[src/rtl/seg_pkg.sv]
// Shared definitions for the seven-segment encoder/decoder pair:
// active-low glyph codes (bit order g..a), the blank pattern, and the
// scan FSM state encoding.
package seg_pkg;

    localparam logic [6:0] SEG_0     = 7'h40;
    localparam logic [6:0] SEG_1     = 7'h79;
    localparam logic [6:0] SEG_2     = 7'h24;
    localparam logic [6:0] SEG_3     = 7'h30;
    localparam logic [6:0] SEG_4     = 7'h19;
    localparam logic [6:0] SEG_5     = 7'h12;
    localparam logic [6:0] SEG_6     = 7'h02;
    localparam logic [6:0] SEG_7     = 7'h78;
    localparam logic [6:0] SEG_8     = 7'h00;
    localparam logic [6:0] SEG_9     = 7'h18;
    localparam logic [6:0] SEG_A     = 7'h08;
    localparam logic [6:0] SEG_B     = 7'h03;
    localparam logic [6:0] SEG_C     = 7'h27;
    localparam logic [6:0] SEG_D     = 7'h21;
    localparam logic [6:0] SEG_E     = 7'h06;
    localparam logic [6:0] SEG_F     = 7'h0E;
    localparam logic [6:0] SEG_BLANK = 7'h7F;

    typedef enum logic [1:0] {
        IDLE   = 2'd0,
        SETTLE = 2'd1,
        HELD   = 2'd2
    } scan_state_t;

endpackage

[src/rtl/seg_pattern_decode.sv]
// Combinational glyph recogniser: maps an active-low 7-bit segment
// pattern back to its hex value. hit flags a legal glyph, blank flags
// the all-off pattern; anything else is neither.
module seg_pattern_decode
    import seg_pkg::*;
(
    input  logic [6:0] pattern,
    output logic       hit,
    output logic       blank,
    output logic [3:0] value
);

    // Reverse lookup of the shared glyph table
    always_comb begin
        hit   = 1'b1;
        blank = 1'b0;
        value = 4'h0;
        case (pattern)
            SEG_0:     value = 4'h0;
            SEG_1:     value = 4'h1;
            SEG_2:     value = 4'h2;
            SEG_3:     value = 4'h3;
            SEG_4:     value = 4'h4;
            SEG_5:     value = 4'h5;
            SEG_6:     value = 4'h6;
            SEG_7:     value = 4'h7;
            SEG_8:     value = 4'h8;
            SEG_9:     value = 4'h9;
            SEG_A:     value = 4'hA;
            SEG_B:     value = 4'hB;
            SEG_C:     value = 4'hC;
            SEG_D:     value = 4'hD;
            SEG_E:     value = 4'hE;
            SEG_F:     value = 4'hF;
            SEG_BLANK: begin
                hit   = 1'b0;
                blank = 1'b1;
            end
            default:   hit = 1'b0;
        endcase
    end

endmodule

[src/rtl/seg_scan_decoder.sv]
// Snoops a multiplexed active-low seven-segment bus and recovers the hex
// value and decimal point of each digit. A digit is captured once its
// {dig_sel, seg_in} value has been identical for STABLE_CYCLES
// consecutive comparisons, then not recaptured until the bus changes.
// fsm_state exposes the scan FSM for observation.
module seg_scan_decoder
    import seg_pkg::*;
#(
    parameter int NUM_DIGITS    = 6,
    parameter int STABLE_CYCLES = 4,
    parameter int CNT_W         = 3
) (
    input  logic                    clk,
    input  logic                    rst,
    input  logic                    sample_en,
    input  logic [7:0]              seg_in,
    input  logic [NUM_DIGITS-1:0]   dig_sel,
    input  logic                    err_clr,
    output logic [4*NUM_DIGITS-1:0] digit_val,
    output logic [NUM_DIGITS-1:0]   dp_val,
    output logic [NUM_DIGITS-1:0]   digit_valid,
    output logic [NUM_DIGITS-1:0]   bad_pattern,
    output logic                    update,
    output logic [2:0]              update_idx,
    output logic [1:0]              fsm_state
);

    localparam logic [CNT_W-1:0] LAST_CNT = CNT_W'(STABLE_CYCLES - 1);

    scan_state_t           state;
    scan_state_t           state_nxt;
    logic [CNT_W-1:0]      cnt;
    logic [CNT_W-1:0]      cnt_nxt;
    logic [NUM_DIGITS-1:0] prev_sel;
    logic [7:0]            prev_seg;
    logic                  same;
    logic                  sel_ok;
    logic                  capture;
    logic [2:0]            sel_idx;
    logic                  dec_hit;
    logic                  dec_blank;
    logic [3:0]            dec_val;

    assign same      = (dig_sel == prev_sel) && (seg_in == prev_seg);
    assign sel_ok    = sample_en && $onehot(dig_sel);
    assign fsm_state = state;

    seg_pattern_decode u_decode (
        .pattern (seg_in[6:0]),
        .hit     (dec_hit),
        .blank   (dec_blank),
        .value   (dec_val)
    );

    // One-hot digit select to binary index
    always_comb begin
        sel_idx = 3'd0;
        for (int i = 0; i < NUM_DIGITS; i++) begin
            if (dig_sel[i]) sel_idx = 3'(i);
        end
    end

    // Bus history used to detect a stable sample
    always_ff @(posedge clk) begin
        if (rst) begin
            prev_sel <= '0;
            prev_seg <= '0;
        end else begin
            prev_sel <= dig_sel;
            prev_seg <= seg_in;
        end
    end

    // FSM state and stability counter registers
    always_ff @(posedge clk) begin
        if (rst) begin
            state <= IDLE;
            cnt   <= '0;
        end else begin
            state <= state_nxt;
            cnt   <= cnt_nxt;
        end
    end

    // Next-state logic: settle, capture once, hold until the bus moves
    always_comb begin
        state_nxt = state;
        cnt_nxt   = cnt;
        capture   = 1'b0;
        case (state)
            IDLE: begin
                if (sel_ok) begin
                    state_nxt = SETTLE;
                    cnt_nxt   = '0;
                end
            end
            SETTLE: begin
                if (!sel_ok) begin
                    state_nxt = IDLE;
                    cnt_nxt   = '0;
                end else if (!same) begin
                    cnt_nxt = '0;
                end else if (cnt == LAST_CNT) begin
                    capture   = 1'b1;
                    state_nxt = HELD;
                end else begin
                    cnt_nxt = cnt + 1'b1;
                end
            end
            HELD: begin
                if (!sel_ok) begin
                    state_nxt = IDLE;
                    cnt_nxt   = '0;
                end else if (!same) begin
                    state_nxt = SETTLE;
                    cnt_nxt   = '0;
                end
            end
            default: begin
                state_nxt = IDLE;
                cnt_nxt   = '0;
            end
        endcase
    end

    // Per-digit storage; only the selected digit changes on a capture.
    // A new bad capture overrides a simultaneous err_clr for its digit.
    always_ff @(posedge clk) begin
        if (rst) begin
            digit_val   <= '0;
            dp_val      <= '0;
            digit_valid <= '0;
            bad_pattern <= '0;
            update      <= 1'b0;
            update_idx  <= 3'd0;
        end else begin
            update <= capture;
            if (err_clr) bad_pattern <= '0;
            if (capture) update_idx <= sel_idx;
            for (int i = 0; i < NUM_DIGITS; i++) begin
                if (capture && (sel_idx == 3'(i))) begin
                    dp_val[i] <= ~seg_in[7];
                    if (dec_hit) begin
                        digit_val[4*i +: 4] <= dec_val;
                        digit_valid[i]      <= 1'b1;
                    end else begin
                        digit_valid[i] <= 1'b0;
                        if (!dec_blank) bad_pattern[i] <= 1'b1;
                    end
                end
            end
        end
    end

endmodule

[config.mk]
export PLATFORM = sky130hd
export DESIGN_NAME = seg_scan_decoder
export DESIGN_NICKNAME = d
export VERILOG_FILES = /design/src/rtl/seg_pkg.sv /design/src/rtl/seg_pattern_decode.sv /design/src/rtl/seg_scan_decoder.sv
export SDC_FILE = /design/constraint.sdc
export NUM_CORES = 1
export LEC_CHECK = 0
export ABC_AREA = 1
export ABC_CLOCK_PERIOD_IN_PS = 4250
export CAP_MARGIN = 0
export CORE_UTILIZATION = 51
export DETAILED_ROUTE_END_ITERATION = 10
export PLACE_DENSITY_LB_ADDON = 0.1
export SETUP_SLACK_MARGIN = 0.05
export SLEW_MARGIN = 20
export SYNTH_ARGS = -nofsm -noshare
export SYNTH_HDL_FRONTEND = slang
export SYNTH_SLANG_ARGS = --single-unit
[constraint.sdc]
create_clock -name clk -period 4.25 [get_ports clk]
set_clock_uncertainty 0.1 [all_clocks]
set_input_delay 0.85 -clock clk [delete_from_list [all_inputs] [get_ports clk]]
set_output_delay 0.85 -clock clk [all_outputs]
set_load 0.02 [all_outputs]
# Word level (Yosys, flattened, before mapping)
# Cells that the tools add are included.
# Widths: inputs -> output; s select.
[totals] reg_bits=65 wordCells=130
[op_classes] add_sub_neg=6 n_eq_ne=32 muxes=46 n_bitwise=1 n_reduce_logical=20
[ops] operator="$pmux 4 s15" n=1
[ops] operator="$mux 3" n=10
[ops] operator="$eq 7x6->1 const B" n=4
[ops] operator="$eq 7x7->1 const B" n=4
[ops] operator="$mux 1" n=26
[ops] operator="$eq 7x5->1 const B" n=3
[ops] operator="$reduce_or 16->1" n=1
[ops] operator="$eq 7x2->1 const B" n=2
[ops] operator="$eq 7x4->1 const B" n=2
[ops] operator="$mux 2" n=6
[ops] operator="$reduce_and 2->1" n=6
[ops] operator="$eq 3x2->1 const B" n=3
[ops] operator="$ne 3x3->1 const B" n=3
[ops] operator="$pmux 3 s3" n=1
[ops] operator="$eq 8x8->1" n=1
[ops] operator="$logic_and 1x1->1" n=8
[ops] operator="$eq 7x3->1 const B" n=1
[ops] operator="$logic_not 7->1" n=1
[ops] operator="$add 1x1->2" n=3
[ops] operator="$eq 3x1->1 const B" n=2
[ops] operator="$eq 3x3->1 const B" n=2
[ops] operator="$eq 6x6->1" n=1
[ops] operator="$mux 6" n=1
[ops] operator="$pmux 2 s3" n=1
[ops] operator="other kinds (12)" n=12

# Longest topological paths before layout
# Gate-level depths: netlist of the first run.
[logic_depth] word_depth=9 ltp_mapped=16 depth_no_buf=15

# Cells and area by module
# From an unflattened synthesis of the first run, not the netlist that was laid out.
[hier_totals] cells_unflattened=506 area_unflattened_um2=3362.0
[by_module_without_submodules] mod="seg_scan_decoder" n_inst=1 cells_each=432 area_each_um2=3010.4
[by_module_without_submodules] mod="seg_pattern_decode" n_inst=1 cells_each=74 area_each_um2=351.6

# Worst setup path before layout of the first run
# OpenSTA, ideal clock, no wires.
[synth_path] path_kind="input to register" start="input dig_sel[0]" end="register dp_val[5]" t_arrival_ns=3.713 slack_ns=0.320 cell_stages=15 path_buffers=1 cell_sequence="inv_1 -> fa_1 -> fa_1 -> inv_1 -> ha_1 -> fa_1 -> nor2_1 -> nand3_1 -> nor3_1 -> nand4_1 -> buf_2 -> nor2_2 -> inv_1 -> nor3_1 -> nor2_1"
[synth_between] elab_chain_cells=8 elab_cells_between_ends=11 classes_between="3 x add/sub; 2 x eq/ne; 3 x mux; 3 x reduce/logical"
[synth_rtl] element="start: declaration" line_no="seg_scan_decoder.sv:17" text="input logic [NUM_DIGITS-1:0] dig_sel,"
[synth_rtl] element="$add 1x1->2 (implied by the code)" line_no="seg_scan_decoder.sv:45" text="assign sel_ok = sample_en && $onehot(dig_sel);"
[synth_rtl] element="$add 2x2->3 (implied by the code)" line_no="seg_scan_decoder.sv:45"
[synth_rtl] element="$add 3x2->3 (implied by the code)" line_no="seg_scan_decoder.sv:45"
[synth_rtl] element="$eq 3x1->1" line_no="seg_scan_decoder.sv:45"
[synth_rtl] element="$logic_and 1x1->1" line_no="seg_scan_decoder.sv:45"
[synth_rtl] element="$mux 1 (*)" line_no="seg_scan_decoder.sv:98" text="if (!sel_ok) begin"
[synth_rtl] element="$mux 1 (*)" line_no="seg_scan_decoder.sv:90" text="case (state)"
[synth_rtl] element="$logic_and 1x1->1 (*)" line_no="seg_scan_decoder.sv:141" text="if (capture && (sel_idx == 3'(i))) begin"
[synth_rtl] element="end signal: indexed assignment" line_no="seg_scan_decoder.sv:142" text="dp_val[i] <= ~seg_in[7];"
[synth_rtl] element="end: declaration" line_no="seg_scan_decoder.sv:20" text="output logic [NUM_DIGITS-1:0] dp_val,"
# Mark *: on every way between the ends. The rest lies on a longest branch, timed or not.
# A chain may end at the register's enable or synchronous reset.

# Final worst setup path of the first run
[layout_path] start="input dig_sel[3]" end="register digit_val[7]"
[layout_between] elab_chain_cells=9 elab_cells_between_ends=16 classes_between="3 x add/sub; 3 x eq/ne; 6 x mux; 4 x reduce/logical"
[layout_rtl] element="$add 1x1->2 (implied by the code)" line_no="seg_scan_decoder.sv:45"
[layout_rtl] element="$add 2x2->3 (implied by the code)" line_no="seg_scan_decoder.sv:45"
[layout_rtl] element="$add 3x2->3 (implied by the code)" line_no="seg_scan_decoder.sv:45"
[layout_rtl] element="$eq 3x1->1" line_no="seg_scan_decoder.sv:45"
[layout_rtl] element="$logic_and 1x1->1" line_no="seg_scan_decoder.sv:45"
[layout_rtl] element="$mux 1" line_no="seg_scan_decoder.sv:98"
[layout_rtl] element="$mux 1" line_no="seg_scan_decoder.sv:90"
[layout_rtl] element="$logic_and 1x1->1 (*)" line_no="seg_scan_decoder.sv:141"
[layout_rtl] element="$reduce_and 2->1 (no source line) (*)"
[layout_rtl] element="end signal: indexed assignment" line_no="seg_scan_decoder.sv:144" text="digit_val[4*i +: 4] <= dec_val;"
[layout_rtl] element="end: declaration" line_no="seg_scan_decoder.sv:19" text="output logic [4*NUM_DIGITS-1:0] digit_val,"
# Marks and branches as above.

==> impl_metrics.py, run 1 <==
metrics = {
    "synth": {
        "synth-seq-cells": 65,
        "yosysTopAreaCell": "dfxtp_1",
        "synth_seq_area_share_pct": 40.1,
        "syn_inst": 509,
        "synth_area_per_cell_um2": 6.37,
        "synthTopCellsByArea": "dfxtp_1 (40%), nand2_1 (17%), nor2_1 (12%)",
        "synth_top_area_share_pct": 40.1,
        "synthDistinctLibCells": 27,
        "syn_area_um2": 3240,
        "yosysWarnings": 0,
        "syn-num-nets": 533,
    },
    "placement": {
        "detailedPlace.worstSlack_ns": -0.352,
        "dp_hpwl_um": 5880,
        "placed_cell_area_um2": 4070,
        "place_congestion": 0.890,
        "io_buffer_count": 65,
    },
    "cts": {
        "clockBufferDepth": 2,
        "clkTransAtPathRegs_ns": 0.08,
        "cts_root_buf": "clkbuf_8",
        "cts_tree": "done",
        "cts_sinks": 65,
        "postCtsHoldBufs": 0,
        "htree_levels": 3,
        "numCtsBuffers": 9,
        "clk_latency_ns": 0.34,
    },
    "worst_hold_path": {
        "min_path_cells": 2,
        "hold_end": "digit_valid[5]",
        "hold_start": "digit_valid[5]",
        "hold_class": "reg2reg",
    },
    "pwr": {
        "cellPowerDensity_nw_per_um2": 329,
        "share_comb_of_total_power_pct": 11.2,
        "p_leak_uw": 0.00214,
        "p_switching_uw": 377,
        "seqPwrFrac_pct": 43.4,
        "p_sw_share_pct": 25.9,
        "cell_internal_pwr_uw": 1080,
        "clkPwrFrac_pct": 45.4,
        "vdd_drop_max_mv": 0.237,
    },
    "setup_path": {
        "start_kind": "input port",
        "path_class": "in2reg",
        "r2r_cells": 12,
        "crit_path_max_fanout": 6,
        "r2r_end": "digit_val[7]",
        "crit_buf_inv": 6,
        "end_kind": "register",
        "cp_cell_sequence": "dlymetal6s2s_1, inv_2, fa_1, fa_1, inv_1, ha_1, fa_1, nor2_1, nand3_1, nor3_2, buf_4, inv_2, nor2_4, buf_6, nand4_1, nor2_1, nor2_1",
        "crit_required_ns": 4.39,
        "ff2ff_setup_slack_ns": 2.26,
        "critPathSlowestCell": "fa_1",
        "r2r-start": "prev_seg[0]",
        "cp.arrival_ns": 4.05,
        "cpPeakStageDelay_ns": 0.51,
        "path_delay_family": "adder cells",
    },
    "drt": {
        "ant_nets": 0,
        "wirelength_um": 8470,
        "viasPerCell": 4.94,
        "drcViolationCount": 0,
        "wl_per_cell_um": 12.5,
        "drtIter0Drc": 196,
        "first_pass_iters": 5,
        "vias": 3342,
    },
    "floorplanning": {
        "die_h_um": 81.7,
        "io_pins": 66,
        "core-area_um2": 6030,
        "die_area_um2": 6680,
        "fp-row-count": 28,
        "die_width_um": 81.7,
        "initial_core_util_pct": 53.8,
    },
    "global_route": {
        "grtUsageTotal_pct": 26.5,
        "grt_pass1_wl_um": 13300,
        "grt_start_max_net_pins": 32,
        "overflow": 0,
        "grt_pass1_vias": 3020,
        "antenna_found_initial": 0,
    },
    "sta": {
        "fmax_ghz": 0.256,
        "final_max_slew_viol_count": 0,
        "hold_viol": 0,
        "min_period_ns": 3.91,
        "setup_ws_ns": 0.342,
        "fin_crit_sh_pct": 92.0,
        "relSlewSlack_pct": 45.0,
        "timing.hold.ws_ns": 0.368,
        "setup_viol": 0,
        "worst_slew_pin_slew_ns": 0.822,
        "rsz0062_at_grt": "no",
    },
    "layout": {
        "postLayoutCoreUtil_pct": 73.3,
        "nNetsFinal": 621,
        "final_cell_mix": "nand2_1 (146), nor2_1 (105), inv_1 (80), dfxtp_1 (65), clkdlybuf4s50_1 (62)",
        "area_growth_syn_to_layout_pct": 36.1,
        "drive_above_1_share_pct": 11.0,
        "layout_commonest_cell": "nand2_1",
        "finalInstanceArea_um2": 4420,
        "antenna-diode-count": 0,
    },
    "run": {
        "maxCapViolations": 0,
    },
    "outcome": {
        "status": "finished, final reports clean",
    },
}
-- metrics by stage --
stage               std cells  power (uW)  TNS (ns)
floorplan                 509         746         0
global placement          657         799     -7.36
detailed placement        657         803    -12.24
CTS                       674        1450         0
global route              677        1510         0
finish                    677        1450         0
-- flip-flops by register name, summed over array words and instances, names as in the netlist --
name and flops:
bad_pattern 6, cnt 3, digit_val 24, digit_valid 6
dp_val 6, fsm_state 2, prev_seg 8, prev_sel 6
update 1, update_idx 3
-- how the worst max path moves through the flow --
stage                     from            end  depth (start not counted)
finish              dig_sel[3]   digit_val[7]                         17
global route        dig_sel[3]   digit_val[7]                         17
CTS                 dig_sel[0]  digit_val[17]                         16
detailed placement  dig_sel[0]      dp_val[5]                         16
global placement    dig_sel[0]   digit_val[3]                         17
floorplan           dig_sel[0]      dp_val[5]                         15
-- cell usage after synthesis --
cell type / number
inv_2: 8
o211ai_1: 1
nand3_1: 21
o21ai_0: 7
nand3_2: 1
nand4_4: 1
ha_1: 3
o2111ai_1: 1
nand4_1: 10
nand4_2: 2
buf_2: 1
nor2_2: 5
dfxtp_1: 65
nor4_1: 1
nor3_1: 5
xnor2_1: 2
buf_4: 1
nor2_4: 2
fa_1: 3
nand2_1: 149
a21oi_2: 1
nor2_1: 107
inv_1: 83
a21oi_1: 21
clkinv_1: 1
buf_6: 1
clkbuf_1: 6
-- timing repair --
action                                  CTS  global route
endpoints found under the setup margin   15            50
setup buffers                             1             2
pin swaps                                 1            12
resized for setup                         1            20
gates cloned                              0             1
-- logic make-up after synthesis --
kind of cell | share of synthesized area (%)
adders and majority gates | 3.01
AOI/OAI and AO/OA | 5.09
xor gates and xnor gates | 0.540
DFF | 40.1
buffers and inverters | 12.1
and+or+nand+nor | 39.2
-- per-layer routing --
layer | wire length, um | GRT usage [%] | share of wire, % | vias up
li1 | - | - | - | 1716
met1 | 3840 | 32.5 | 45 | 1501
met2 | 3990 | 44.2 | 47 | 108
met3 | 488 | 5.56 | 5.8 | 17
met4 | 151 | 12.3 | 1.8 | 0
met5 | 0 | 0 | 0 | -
-- worst reg2reg max path: stages, from the launching register on --
cell and delay, ns:
dfxtp_1 0.33, inv_1 0.04, nand2_1 0.04, nand2_1 0.05, nor2_1 0.13, nand2_1 0.09
nor2_2 0.16, nand3_2 0.14, nor2_4 0.23, buf_6 0.18, nand4_1 0.16, nor2_1 0.18
nor2_1 0.06
-- area by class of cell --
cell class,count,area (um^2)
tap,75,93.8
fill,493,1610
timing repair buffer,85,816
multi-input combinational,344,1620
clock buffer,10,128
clock inverter,6,115
inverter,92,345
sequential,65,1300
-- power groups by stage --
stage | sequential (uW) | clock, uW | combinational, uW
2_1_floorplan | 646 | 0 | 99.7
3_3_place_gp | 645 | 0 | 153
3_5_place_dp | 646 | 0 | 157
4_1_cts | 632 | 660 | 159
5_1_grt | 634 | 691 | 185
6_report | 632 | 660 | 163
Power figures use the tool's default switching activity.
==> run 2, diff against run 1 <==
--- a/config.mk
+++ b/config.mk
@@ -6,7 +6,6 @@
 export NUM_CORES = 1
 export LEC_CHECK = 0
 export ABC_AREA = 1
-export ABC_CLOCK_PERIOD_IN_PS = 4250
 export CAP_MARGIN = 0
 export CORE_UTILIZATION = 51
 export DETAILED_ROUTE_END_ITERATION = 10
==> results of run 2 <==
No change in the layout: final DEF, timing and power equal those of run 1.
==> run 3, diff against run 2 <==
--- a/config.mk
+++ b/config.mk
@@ -9,9 +9,11 @@
 export CAP_MARGIN = 0
 export CORE_UTILIZATION = 51
 export DETAILED_ROUTE_END_ITERATION = 10
+export GPL_TIMING_DRIVEN = 0
 export PLACE_DENSITY_LB_ADDON = 0.1
 export SETUP_SLACK_MARGIN = 0.05
 export SLEW_MARGIN = 20
 export SYNTH_ARGS = -nofsm -noshare
 export SYNTH_HDL_FRONTEND = slang
 export SYNTH_SLANG_ARGS = --single-unit
+export TNS_END_PERCENT = 20
==> impl_metrics.py, run 3 (synthesis gave the netlist of run 1 again) <==
metrics = {
    "outcome": {
        "status": "finished, final reports clean",
    },
    "cts": {
        "clk_latency_ns": 0.34,
        "clockBufferDepth": 2,
        "postCtsHoldBufs": 0,
        "clkTransAtPathRegs_ns": 0.07,
        "htree_levels": 3,
        "cts_sinks": 65,
        "cts_tree": "done",
        "cts_root_buf": "clkbuf_8",
        "numCtsBuffers": 9,
    },
    "worst_hold_path": {
        "hold_start": "digit_valid[0]",
        "hold_end": "digit_valid[0]",
        "min_path_cells": 2,
        "hold_class": "reg2reg",
    },
    "placement": {
        "io_buffer_count": 65,
        "dp_hpwl_um": 6030,
        "place_congestion": 0.833,
        "dp.cells": 649,
    },
    "layout": {
        "largest_register_ffs": 24,
        "nNetsFinal": 617,
        "fin_cells": 673,
        "layout_commonest_cell": "nand2_1",
        "postLayoutCoreUtil_pct": 71.9,
        "area_growth_syn_to_layout_pct": 33.5,
        "antenna-diode-count": 0,
        "drive_above_1_share_pct": 8.53,
        "final_cell_mix": "nand2_1 (149), nor2_1 (107), inv_1 (82), dfxtp_1 (65), clkdlybuf4s50_1 (62)",
        "top_regs": "digit_val: 24 flops, prev_seg: 8 flops",
        "top_register": "digit_val",
    },
    "floorplanning": {
        "die_h_um": 81.7,
        "die_area_um2": 6680,
        "initial_core_util_pct": 53.8,
        "io_pins": 66,
        "fp-row-count": 28,
        "core-area_um2": 6030,
        "die_width_um": 81.7,
    },
    "setup_path": {
        "critPathSlowestCell": "fa_1",
        "r2r_cells": 12,
        "path_class": "in2reg",
        "crit_required_ns": 4.35,
        "path_delay_family": "adder cells",
        "cp_cell_sequence": "clkdlybuf4s15_1, inv_1, fa_1, fa_1, inv_1, ha_1, fa_1, nor2_1, nand3_2, nor3_4, nand4_1, buf_4, nor2_4, nand2_1, nand2_1, a21oi_1",
        "crit_path_max_fanout": 7,
        "cpPeakStageDelay_ns": 0.49,
        "crit_top_cell": "fa_1",
        "end_kind": "register",
        "crit_buf_inv": 4,
        "start_kind": "input port",
        "ff2ff_setup_slack_ns": 2.26,
        "r2r_end": "digit_valid[2]",
        "r2r-start": "prev_seg[0]",
        "cp.arrival_ns": 4.19,
    },
    "sta": {
        "fmax_ghz": 0.244,
        "relSlewSlack_pct": 52.4,
        "finalSetupTns_ns": 0,
        "timing.hold.ws_ns": 0.364,
        "min_period_ns": 4.09,
        "rsz0062_at_grt": "no",
        "worst_slew_pin_slew_ns": 0.713,
        "final_max_slew_viol_count": 0,
        "fin_crit_sh_pct": 96.3,
        "hold_viol": 0,
        "setup_viol": 0,
    },
    "run": {
        "maxCapViolations": 0,
    },
    "global_route": {
        "antenna_found_initial": 0,
        "grt_pass1_wl_um": 13600,
        "overflow": 0,
        "grt_start_max_net_pins": 13,
        "grt_pass1_vias": 3056,
        "grtUsageTotal_pct": 27.3,
    },
    "pwr": {
        "seqPwrFrac_pct": 43.7,
        "p_switching_uw": 369,
        "cell_internal_pwr_uw": 1080,
        "p_sw_share_pct": 25.5,
        "power_uw": 1450,
        "vdd_drop_max_mv": 0.235,
        "clkPwrFrac_pct": 44.8,
        "share_comb_of_total_power_pct": 11.5,
        "p_leak_uw": 0.00208,
        "cellPowerDensity_nw_per_um2": 334,
    },
    "drt": {
        "first_pass_iters": 5,
        "wl_per_cell_um": 12.9,
        "vias": 3384,
        "drtIter0Drc": 204,
        "ant_nets": 0,
        "viasPerCell": 5.03,
        "wirelength_um": 8700,
        "drcViolationCount": 0,
    },
}
[run 3: how the worst max path moves through the flow]
stage / start / endpoint / slack [ns] / cells past startpoint
2_1_floorplan: dig_sel[0] / dp_val[5] / 0.32 / 15
3_3_place_gp: dig_sel[3] / dp_val[5] / -0.57 / 16
3_5_place_dp: dig_sel[1] / digit_val[22] / -0.61 / 16
4_1_cts: dig_sel[0] / digit_val[7] / 0.08 / 17
5_1_grt: dig_sel[1] / digit_val[6] / 0.03 / 17
6_report: dig_sel[1] / digit_valid[2] / 0.16 / 16
[run 3: repair_timing]
item,in CTS,in global routing
resized for setup,10,8
gates cloned,1,0
pin swaps,7,6
setup endpoints to repair,48,50
setup buffers,7,0
endpoints found under the hold margin,0,0
[run 3: layout make-up]
class	instances	area [um^2]
clock inverter	6	115
tap	75	93.8
clock buffer	10	128
inverter	92	345
multi-input combinational	343	1580
buffer	9	56.3
timing repair buffer	73	709
sequential	65	1300
fill	512	1700
[run 3: per-layer routing]
| metal | vias up | global-route usage, % | part of all wire [%] |
|---|---|---|---|
| li1 | 1710 | - | - |
| met1 | 1534 | 34.0 | 44 |
| met2 | 118 | 44.6 | 48 |
| met3 | 22 | 6.78 | 6.1 |
| met4 | 0 | 11.4 | 1.9 |
| met5 | - | 0 | 0 |
[run 3: worst reg2reg max path: cells and delay by family, from the launching register on]
family / cells / cell delay [ns]
AO/OA/AOI/OAI: 1 / 0.06
buffers and inverters: 2 / 0.26
AND/OR/NAND/NOR: 9 / 1.10
flip-flops: 1 / 0.33
[run 3: stage by stage]
step / cell area [um^2] / setup slack (ns)
after floorplan: 3240 / 0.320
after global placement: 3990 / -0.570
after detailed placement: 3990 / -0.613
after CTS: 4320 / 0.0768
after global routing: 4330 / 0.0263
final: 4330 / 0.155
[run 3: power by group through the flow]
| stage | combinational, uW | sequential [uW] | clock (uW) |
|---|---|---|---|
| floorplan | 99.7 | 646 | 0 |
| global placement | 150 | 645 | 0 |
| detailed placement | 153 | 646 | 0 |
| CTS | 158 | 632 | 652 |
| global route | 187 | 634 | 680 |
| finish | 167 | 632 | 647 |
==> variant: new RTL, flow settings as in run 2 <==
Change the parameter `NUM_DIGITS` from 6 to 8.
--- a/src/rtl/seg_scan_decoder.sv
+++ b/src/rtl/seg_scan_decoder.sv
@@ -8,3 +8,3 @@
 #(
-    parameter int NUM_DIGITS    = 6,
+    parameter int NUM_DIGITS    = 8,
     parameter int STABLE_CYCLES = 4,
Interface: changed (5 resized); port bits go from 66 to 82. The function was not compared with the original's and may differ.
==> variant against run 2 <==
  * Routed wire length up 41%
  * Power up 20%
  * Via count up 29%
  * Sequential cell count up 16
  * Design area up 36%
  * The flow now finishes with violations (setup timing)
  * Area after synthesis up 28%
  * Setup slack worse by 400 ps
  * Largest cell class unchanged
  * First-iteration DRC count up 35%
==> variant: results (changes against run 2) <==
| Metric | Value |
|---|---|
| Xor/xnor cell area share of the yosys netlist | `0.211% (-0.33 points)` |
| Final setup viols | `17 (+17)` |
| Worst-Skew Late Latency | `360 ps (+20 ps)` |
| Syn nets | `662 (+24%)` |
| DRT iter0 DRCs | `265 (+35%)` |
| Total track usage | `27.6% (+1.0 points)` |
| FF-to-FF End | `update_idx[1]` |
| Post-layout instance count excluding filler cells | `860 (+27%)` |
| Pre-CTS setup slack | `-921 ps (-569 ps)` |
| Fill count | `587 (+19%)` |
| Final WS setup | `-62.3 ps (-404 ps)` |
| Library cells used by synthesis | `32 (+19%)` |
| Failing checks | `setup timing` |
| Number of global-route vias before repair | `4075 (+35%)` |
| Post-synthesis compound-gate area fraction | `4.62% (-0.48 points)` |
| CP startpoint | `dig_sel[5]` |
| RD Place Congestion | `0.981 (+10%)` |
| Crit path capture | `digit_val[11]` |
| Largest net degree at the start of global routing | `47 (+47%)` |
| Outcome | `finished with violations` |
| Syn Area/Cell | `6.55 um^2 (+2.8%)` |
| Drt wl/cell | `13.9 um (+11%)` |
| DP Cell Count | `832 (+27%)` |
| Hold path start | `digit_valid[7]` |
| Max incr delay on CP | `550 ps (+40 ps)` |
## variant: metrics by stage
stage	hold slack, ps	area [um^2]
floorplan	356	4170
global placement	352	5260
global route	391	5990
finish	358	5990
CTS	366	5730
detailed placement	354	5260
## variant: area by class of cell
class	count	share of cell area [%]
multi-input cells	423	38.3
flip-flops and latches	81	27.1
repair buffers	123	20.9
inverters	115	7.50
clock buffers	11	2.36
well taps	102	2.13
clock inverters	5	1.71
## variant: worst reg2reg max path: stages, from the launching register on
cell and delay, ps:
dfxtp_1 330, inv_1 50, nand2_1 60, nand2_1 60
nor2_1 170, nand2_1 100, nor2_2 220, nand3_2 210
nor2_4 220, buf_6 120, buf_4 130, o21ai_0 100
a21oi_1 240
## variant: cells by family (layout without fill, tap and decap cells)
logic type      count (synthesis)  after routing
simple gates                  374            375
buf+inv                       130            254
flops                          81             81
compound gates                 38             38
fa+ha+maj                       9              9
xor+xnor                        1              1
## variant: repair_timing
action / CTS / global route
gates resized for setup: 58 / 58
setup buffers: 6 / 6
hold buffers: 0 / 0
pin swaps: 36 / 39
endpoints found under the setup margin: 65 / 64
cloned: 2 / 0
## variant: metal layers
| metal | wire (um) | part of all wire (%) | GRT usage [%] |
|---|---|---|---|
| met1 | 5160 | 43 | 33.9 |
| met2 | 5970 | 50 | 49.0 |
| met3 | 567 | 4.7 | 3.73 |
| met4 | 257 | 2.1 | 9.51 |
| met5 | 0 | 0 | 0 |
## variant: power by group through the flow
stage	logic, W	registers (W)	clock network [W]
2_1_floorplan	0.000154	0.000804	0
3_3_place_gp	0.000225	0.000803	0
3_5_place_dp	0.000238	0.000804	0
4_1_cts	0.000249	0.000787	0.000690
5_1_grt	0.000300	0.000789	0.000728
6_report	0.000273	0.000787	0.000692
